===== src/rtl/sevenseg_pkg.sv =====
// Shared constants for the seven-segment scan driver: segment bit positions and
// active-high glyph encodings (bit0 = a .. bit6 = g).
package sevenseg_pkg;

  localparam int unsigned SEG_A = 0;
  localparam int unsigned SEG_B = 1;
  localparam int unsigned SEG_C = 2;
  localparam int unsigned SEG_D = 3;
  localparam int unsigned SEG_E = 4;
  localparam int unsigned SEG_F = 5;
  localparam int unsigned SEG_G = 6;

  localparam logic [6:0] GLYPH_0 = 7'h3F;
  localparam logic [6:0] GLYPH_1 = 7'h06;
  localparam logic [6:0] GLYPH_2 = 7'h5B;
  localparam logic [6:0] GLYPH_3 = 7'h4F;
  localparam logic [6:0] GLYPH_4 = 7'h66;
  localparam logic [6:0] GLYPH_5 = 7'h6D;
  localparam logic [6:0] GLYPH_6 = 7'h7D;
  localparam logic [6:0] GLYPH_7 = 7'h07;
  localparam logic [6:0] GLYPH_8 = 7'h7F;
  localparam logic [6:0] GLYPH_9 = 7'h6F;
  localparam logic [6:0] GLYPH_A = 7'h77;
  localparam logic [6:0] GLYPH_B = 7'h7C;
  localparam logic [6:0] GLYPH_C = 7'h39;
  localparam logic [6:0] GLYPH_D = 7'h5E;
  localparam logic [6:0] GLYPH_E = 7'h79;
  localparam logic [6:0] GLYPH_F = 7'h71;

  // Segment g alone; shown for 10..15 in decimal mode.
  localparam logic [6:0] GLYPH_DASH = 7'(1 << SEG_G);

endpackage


===== src/rtl/sevenseg_glyph_rom.sv =====
// Combinational nibble-to-glyph lookup; output is always active-high, polarity
// and blanking are the caller's concern.
module sevenseg_glyph_rom
  import sevenseg_pkg::*;
(
  input  logic [3:0] nibble_i,
  input  logic       mode_i,
  output logic [6:0] seg_o
);

  always_comb begin
    seg_o = GLYPH_0;
    case (nibble_i)
      4'h0: seg_o = GLYPH_0;
      4'h1: seg_o = GLYPH_1;
      4'h2: seg_o = GLYPH_2;
      4'h3: seg_o = GLYPH_3;
      4'h4: seg_o = GLYPH_4;
      4'h5: seg_o = GLYPH_5;
      4'h6: seg_o = GLYPH_6;
      4'h7: seg_o = GLYPH_7;
      4'h8: seg_o = GLYPH_8;
      4'h9: seg_o = GLYPH_9;
      4'hA: seg_o = GLYPH_A;
      4'hB: seg_o = GLYPH_B;
      4'hC: seg_o = GLYPH_C;
      4'hD: seg_o = GLYPH_D;
      4'hE: seg_o = GLYPH_E;
      default: seg_o = GLYPH_F;
    endcase
    if (mode_i && (nibble_i > 4'd9)) begin
      seg_o = GLYPH_DASH;
    end
  end

endmodule


===== src/rtl/sevenseg_scan_driver.sv =====
// Multiplexed seven-segment driver: digit register file, prescaled scan index and
// registered segment/strobe outputs with leading-zero blanking and polarity control.
module sevenseg_scan_driver
  import sevenseg_pkg::*;
#(
  parameter int unsigned NUM_DIGITS     = 4,
  parameter int unsigned PRESCALE       = 1024,
  parameter bit          ACTIVE_LOW_SEG = 1'b0
) (
  input  logic                          clock,
  input  logic                          reset_n,
  input  logic                          load,
  input  logic [$clog2(NUM_DIGITS)-1:0] digit_sel,
  input  logic [3:0]                    nibble,
  input  logic                          mode,
  input  logic                          blank_lz,
  input  logic                          enable,
  output logic [6:0]                    seg,
  output logic [NUM_DIGITS-1:0]         digit_en
);

  localparam int unsigned SelW = $clog2(NUM_DIGITS);
  localparam int unsigned CntW = $clog2(PRESCALE);
  localparam logic [SelW-1:0] LastDigit = SelW'(NUM_DIGITS - 1);
  localparam logic [CntW-1:0] LastCount = CntW'(PRESCALE - 1);
  localparam logic [6:0]      SegOff    = ACTIVE_LOW_SEG ? 7'h7F : 7'h00;

  logic [CntW-1:0]                 cnt_q, cnt_d;
  logic [SelW-1:0]                 scan_q, scan_d;
  logic [NUM_DIGITS-1:0][3:0]      digits_q;
  logic [6:0]                      seg_q, seg_d;
  logic [NUM_DIGITS-1:0]           en_q, en_d;
  logic                            tick;
  logic                            lead_nz;
  logic                            blank;
  logic [6:0]                      glyph;

  sevenseg_glyph_rom u_rom (
    .nibble_i (digits_q[scan_q]),
    .mode_i   (mode),
    .seg_o    (glyph)
  );

  always_comb begin
    tick   = (cnt_q == LastCount);
    cnt_d  = tick ? '0 : cnt_q + CntW'(1);
    scan_d = scan_q;
    if (tick) begin
      scan_d = (scan_q == LastDigit) ? '0 : scan_q + SelW'(1);
    end
  end

  // A digit is a leading zero when it and every more significant digit are zero.
  always_comb begin
    lead_nz = 1'b0;
    for (int unsigned i = 0; i < NUM_DIGITS; i++) begin
      if ((SelW'(i) >= scan_q) && (digits_q[i] != 4'h0)) begin
        lead_nz = 1'b1;
      end
    end
    blank = blank_lz && (scan_q != '0) && !lead_nz;
  end

  always_comb begin
    seg_d = SegOff;
    en_d  = '0;
    if (enable && !blank) begin
      seg_d = ACTIVE_LOW_SEG ? ~glyph : glyph;
      for (int unsigned i = 0; i < NUM_DIGITS; i++) begin
        en_d[i] = (scan_q == SelW'(i));
      end
    end
  end

  always_ff @(posedge clock or negedge reset_n) begin
    if (!reset_n) begin
      cnt_q    <= '0;
      scan_q   <= '0;
      digits_q <= '0;
      seg_q    <= SegOff;
      en_q     <= '0;
    end else begin
      cnt_q  <= cnt_d;
      scan_q <= scan_d;
      if (load && (digit_sel <= LastDigit)) begin
        digits_q[digit_sel] <= nibble;
      end
      seg_q <= seg_d;
      en_q  <= en_d;
    end
  end

  assign seg      = seg_q;
  assign digit_en = en_q;

endmodule

===== config.mk =====
export PLATFORM = sky130hd
export DESIGN_NAME = sevenseg_scan_driver
export DESIGN_NICKNAME = d
export VERILOG_FILES = /design/src/rtl/sevenseg_pkg.sv /design/src/rtl/sevenseg_glyph_rom.sv /design/src/rtl/sevenseg_scan_driver.sv
export SDC_FILE = /design/constraint.sdc
export NUM_CORES = 1
export LEC_CHECK = 0
export CAP_MARGIN = 20
export CORE_MARGIN = 4
export CORE_UTILIZATION = 40
export DETAILED_ROUTE_END_ITERATION = 7
export GPL_TIMING_DRIVEN = 0
export PLACE_DENSITY = 0.64
export SETUP_SLACK_MARGIN = 0.3
export SLEW_MARGIN = 40
export SYNTH_ARGS = -nofsm -noshare
export SYNTH_HDL_FRONTEND = slang
export SYNTH_HIERARCHICAL = 1
export SYNTH_SLANG_ARGS = --single-unit

===== constraint.sdc =====
create_clock -name clock -period 2.6 [get_ports clock]
set_clock_uncertainty 0.15 [all_clocks]
set_input_delay 0.52 -clock clock [delete_from_list [all_inputs] [get_ports clock]]
set_output_delay 0.52 -clock clock [all_outputs]
set_load 0.02 [all_outputs]

==> results.toml, run 1 <==
[global_route]
grt_usage_pct = 14.3
grt_max_degree = 26
grt_pass1_vias = 1494
overflow = 0
grt_first_pass_wirelength_mm = 7.09
antenna_found_initial = 0

[sta]
tightest_slew_ps = 688
fin_crit_sh_pct = 89.1
rsz0062_at_grt = "yes"
hold_violations = 0
finalSetupTns_ps = 0
fin_crit_ps = 2320
report.final.setup_viol = 0
max_freq_mhz = 432
drv_slew = 0
max-slew-margin-rel_pct = 54.0

[routing]
drc = 0
drtPass1Iterations = 4
vias_per_cell = 5.11
postRouteAntennaNets = 0
first_iter_violations = 83
vias = 1450
drt-wirelength-per-cell_um = 14.3
finalWirelength_mm = 4.07

[floorplan]
die_area_um2 = 6400
io_pins = 23
num_rows = 25
die_w_um = 80.0
core_area_um2 = 4880
initial_core_util_pct = 42.5
fp.dieH_um = 80.0

[layout]
fillers = 434
final_nets = 239
utilization_pct = 54.3
regArea_um2 = 976
multi_input_area_um2 = 1070
area_growth_pct = 27.8
drive_above_1_share_pct = 28.6
diodes = 0
final_cells = 284

[synthesis]
synth_top_family_by_area = "multiplexers"
ys_seq_area_share_pct = 47.1
synth_top_area_cell = "dfrtp_1"
synth_fp_nets = 198
synth-edff-count = 0
synthFlopType = "dfrtp_1"
synthXorXnorAreaFrac_pct = 2.53
synth.area.top_cells = "dfrtp_1, mux2_2, ha_1"
synth_compound_area_share_pct = 11.9
syn-instance-count = 175
synthDistinctLibCells = 43
synth_top_area_share_pct = 47.1
syn_area_um2 = 2070
yosys.area_share.simple_pct = 13.2
muxShareOfSynthArea_pct = 15.6
synth-seq-cells = 39
yosysWarnings = 6
synth-adder-area-share_pct = 6.64
synth_area_per_cell_um2 = 11.8
synthArstFlopShare_pct = 100

[hold_path]
hold_path_class = "reg -> reg"
whs_path_depth = 1

[clocking]
root_buffer = "clkbuf_8"
htree_levels = 2
path_clk_slew_ps = 80
cts_tree = "done"
clock_latency_ps = 290
cts.sinks = 39
cts_made_buffers = 5
clockBufferDepth = 2

[pwr]
intPower_mw = 1.24
p_sw_share_pct = 27.8
pwr-share-seq_pct = 41.9
p_comb_share_pct = 28.1
pwr-share-clk_pct = 30.1
cellLeakagePower_nw = 1.19
vdd_drop_max_mv = 0.329
power.density_nw_per_um2 = 646
p_sw_uw = 476

[worst_setup_path]
cp.arrival_ps = 2380
cp_data_required_time_ps = 2670
rr_worst_depth = 9
crit_path_start_kind = "flip-flop"
crit_path_end_kind = "flip-flop"
critPathKind = "reg -> reg"
crit_path_max_fanout = 5

[outcome]
status = "finished clean"

[placed_design]
placed_cells = 265
io_buffers = 22
dp_hpwl_mm = 3.06
place_congestion = 0.891

[run]
max_cap_violations = 0
[critical path: stages (launching register included)]
cell      delay (ps)
dfrtp_1          380
buf_6            140
mux4_2           590
buf_6            160
ha_4             170
mux2i_1          120
nor2_1            60
a311oi_2         250
nand2_1          100
a21oi_2          130
[cell usage after synthesis, types with 3 or more instances]
master	number
a21oi_1	15
mux2i_1	3
mux2_2	18
nand2b_1	5
nand2_1	13
ha_1	11
xor2_1	3
inv_1	9
o21ai_0	3
dfrtp_1	39
xnor2_1	3
buf_2	3
mux4_2	4
nand3_1	3
nor2_1	11
[cells in the final DEF (no fill, tap or decap), types with 3 or more instances in the layout]
cell type	instances
a21oi_1	13
buf_2	3
buf_4	9
buf_6	3
clkbuf_8	6
clkdlybuf4s50_1	21
dfrtp_1	39
ha_1	9
inv_1	7
mux2_2	18
mux2i_1	3
mux4_2	4
nand2_1	13
nand2b_1	5
nand3_1	3
nor2_1	10
o21ai_0	3
xnor2_1	3
xor2_1	3
[power by group through the flow]
| stage | registers [mW] | clock network [mW] | logic, mW |
|---|---|---|---|
| 6_report | 0.716 | 0.515 | 0.480 |
| 5_1_grt | 0.726 | 0.559 | 0.522 |
| 4_1_cts | 0.716 | 0.527 | 0.474 |
| 3_5_place_dp | 0.729 | 0 | 0.440 |
| 3_3_place_gp | 0.725 | 0 | 0.419 |
| 2_1_floorplan | 0.745 | 0 | 0.272 |
[registers in the layout (all words and copies together) (netlist names)]
signal	cells
digits_q	16
digit_en	4
cnt_q	10
scan_q	2
seg	7
[cell type report]
class	count	share of cell area (%)
multi-input cells	122	40.3
flip-flops and latches	39	36.8
repair buffers	34	12.5
well taps	67	3.16
clock buffers	6	3.12
plain buffers	5	1.37
inverters	9	1.37
clock inverters	2	1.32
[final timing paths]
kind / start / endpoint / slack (ps)
max in group asynchronous: reset_n / digits_q[12] / 1340
worst max-delay path: scan_q[0] / seg[3] / 280
worst max register to register: scan_q[0] / seg[3] / 280
worst min-delay path: digits_q[0] / digits_q[0] / 360
min in group asynchronous: reset_n / seg[3] / 520
worst min register to register: digits_q[0] / digits_q[0] / 360
[stage by stage]
step | area (um2) | hold WS [ps] | setup WS [ps] | power, mW
6_report | 2650 | 362 | 283 | 1.71
2_1_floorplan | 2100 | 74.4 | 320 | 1.02
4_1_cts | 2640 | 367 | 278 | 1.72
3_3_place_gp | 2410 | 336 | 45.0 | 1.14
3_5_place_dp | 2430 | 301 | 107 | 1.17
5_1_grt | 2650 | 395 | 147 | 1.81
[metal layers]
metal	vias to the layer above	part of all wire, %	global-route usage [%]
li1	708	-	-
met1	702	47	19.0
met2	34	47	22.7
met3	6	4.7	4.18
met4	0	0.86	4.05
met5	-	0	0
[kinds of logic (layout without fill, tap and decap cells)]
kind of cell    after synthesis  count (layout)
fa+ha+maj                    11              11
xor+xnor                      6               6
mux                          25              25
simple gates                 47              47
compound gates               33              33
flops                        39              39
buf+inv                      14              56
[timing repair]
action / 4_1_cts / 5_1_grt
hold buffers: 1 / 0
gates cloned: 0 / 0
resized for setup: 4 / 1
hold endpoints to repair: 14 / 0
pin swaps: 4 / 0
setup buffers: 9 / 1
endpoints found under the setup margin: 6 / 7
Power figures use the tool's default switching activity.
==> inputs of run 2 (changes only) <==
--- a/config.mk
+++ b/config.mk
@@ -5,12 +5,13 @@
 export SDC_FILE = /design/constraint.sdc
 export NUM_CORES = 1
 export LEC_CHECK = 0
-export CAP_MARGIN = 20
+export CELL_PAD_IN_SITES_DETAIL_PLACEMENT = 0
+export CELL_PAD_IN_SITES_GLOBAL_PLACEMENT = 1
 export CORE_MARGIN = 4
-export CORE_UTILIZATION = 40
+export CORE_UTILIZATION = 35
 export DETAILED_ROUTE_END_ITERATION = 7
 export GPL_TIMING_DRIVEN = 0
-export PLACE_DENSITY = 0.64
+export PLACE_DENSITY = 0.69
 export SETUP_SLACK_MARGIN = 0.3
 export SLEW_MARGIN = 40
 export SYNTH_ARGS = -nofsm -noshare
==> run 2 against run 1 <==
Cell area decreased by 2.4%. Critical path depth did not move. Maximum frequency increased by 0.35%. Global-route usage decreased by 1.5 points. Register-to-register slack is essentially flat. Critical path type unchanged. Critical endpoint unchanged. Largest power group unchanged.
==> results.toml, run 2 (synthesis results as in run 1) <==
[outcome]
status = "finished clean"

[clocking]
root_buffer = "clkbuf_8"
cts_made_buffers = 5
cts.sinks = 39
htree_levels = 2
cts_tree = "done"
clockBufferDepth = 2
path_clk_slew_ps = 70
clock_latency_ps = 290

[floorplan]
die_area_um2 = 7220
fp.dieH_um = 85.0
die_w_um = 85.0
initial_core_util_pct = 36.7
core_area_um2 = 5640
io_pins = 23
num_rows = 27

[sta]
report.final.setup_viol = 0
hold_violations = 0
fin_crit_ps = 2310
drv_slew = 0
fin_crit_sh_pct = 88.8
worst_slack_ps = 291
max-slew-margin-rel_pct = 49.9
rsz0062_at_grt = "yes"
max_freq_mhz = 433
tightest_slew_ps = 749
finalSetupTns_ps = 0

[worst_setup_path]
crit_path_max_fanout = 5
worst-r2r-setup-slack_ps = 290
cp_data_required_time_ps = 2670
path_buf_inv = 2
critPathKind = "reg -> reg"
cpPeakStageDelay_ps = 570
worst_path_max_delay_cell = "mux4_2"
crit_family = "compound AO/OA/AOI/OAI gates"
crit_path_end_kind = "flip-flop"
path_cells = "buf_6 -> mux4_2 -> inv_4 -> ha_4 -> nor2_2 -> o21ba_4 -> a311oi_2 -> nand2_1 -> a21oi_2"
cp.arrival_ps = 2380
crit_path_start_kind = "flip-flop"

[layout]
drive_above_1_share_pct = 27.4
final_nets = 236
final_cell_mix = "dfrtp_1, clkdlybuf4s50_1, mux2_2, nand2_1, a21oi_1"
layout_commonest_cell = "dfrtp_1"
diodes = 0
largest_reg_flops = 16
area_growth_pct = 24.7
fillers = 513
regMostFlops = "digits_q"

[global_route]
grt_usage_pct = 12.8
grt_max_degree = 22
grt_first_pass_wirelength_mm = 7.31
overflow = 0
antenna_found_initial = 0
grt_pass1_vias = 1567

[routing]
vias_per_cell = 5.14
drc = 0
drtPass1Iterations = 4
first_iter_violations = 83
postRouteAntennaNets = 0
drt-wirelength-per-cell_um = 15.2
finalWirelength_mm = 4.33
vias = 1460

[placed_design]
io_buffers = 22
place_congestion = 0.802
dp_hpwl_mm = 3.21
place_worst_setup_slack_ps = 113

[hold_path]
hold_path_class = "in -> async"

[run]
max_cap_violations = 0

[pwr]
cellLeakagePower_nw = 1.16
vdd_drop_max_mv = 0.323
power.density_nw_per_um2 = 605
==> run 2: cell count changes in the layout (fill, tap and decap cells not counted) <==
cell | previous run | this run
bufinv_16 | 1 | 0
clkbuf_8 | 6 | 5
buf_6 | 3 | 2
a21oi_2 | 2 | 3
dlygate4sd3_1 | 1 | 0
buf_4 | 9 | 8
clkbuf_1 | 1 | 2
clkinv_2 | 1 | 0
a21oi_1 | 13 | 12
==> run 2: power by group <==
group | switching, mW | leakage [nW] | internal, mW
logic | 0.232 | 0.634 | 0.240
registers | 0.0401 | 0.485 | 0.677
clock network | 0.196 | 0.0371 | 0.179
==> run 2: worst paths after layout <==
path / start / endpoint / cells after the start
min in group clock: cnt_q[0] / cnt_q[0] / 1
hold reg to reg: cnt_q[0] / cnt_q[0] / 1
setup reg to reg: scan_q[0] / seg[3] / 9
setup / recovery: scan_q[0] / seg[3] / 9
hold / removal: reset_n / cnt_q[5] / 1
max in group asynchronous: reset_n / digits_q[3] / 2
==> run 2: final cells by class <==
cell class / instances / area, um2 / share of cell area, %
clock buffers: 6 / 72.6 / 2.81
inverters: 9 / 36.3 / 1.40
well taps: 72 / 90.1 / 3.48
plain buffers: 5 / 36.3 / 1.40
repair buffers: 31 / 303 / 11.7
flip-flops and latches: 39 / 976 / 37.7
multi-input cells: 122 / 1070 / 41.5
==> run 2: what timing repair did <==
action / 4_1_cts / 5_1_grt
hold endpoints to repair: 0 / 0
pin swaps: 4 / 5
hold buffers: 0 / 0
buffers inserted: 7 / 1
endpoints found under the setup margin: 6 / 7
resized for setup: 2 / 3
==> run 2: routing by layer <==
layer  part of all wire (%)  vias to the layer above  track usage (%)  wire length, um
met3                    4.5                        2             4.27              195
met4                   0.46                        0             3.88               20
met1                     47                      724             16.4             2020
met5                      0                        -                0                0
met2                     48                       31             20.3             2090
li1                       -                      703                -                -
==> run 2: stage by stage <==
stage          hold WS, ps  instances  total power, mW  util, %  cell area (um2)
3_3_place_gp           335        269             1.15     42.8             2410
5_1_grt               63.5        284             1.66     45.8             2590
3_5_place_dp           346        270             1.17     43.2             2440
4_1_cts               50.6        283             1.57     45.5             2570
6_report              45.0        284             1.56     45.8             2590
2_1_floorplan         74.4        175             1.02        -             2100
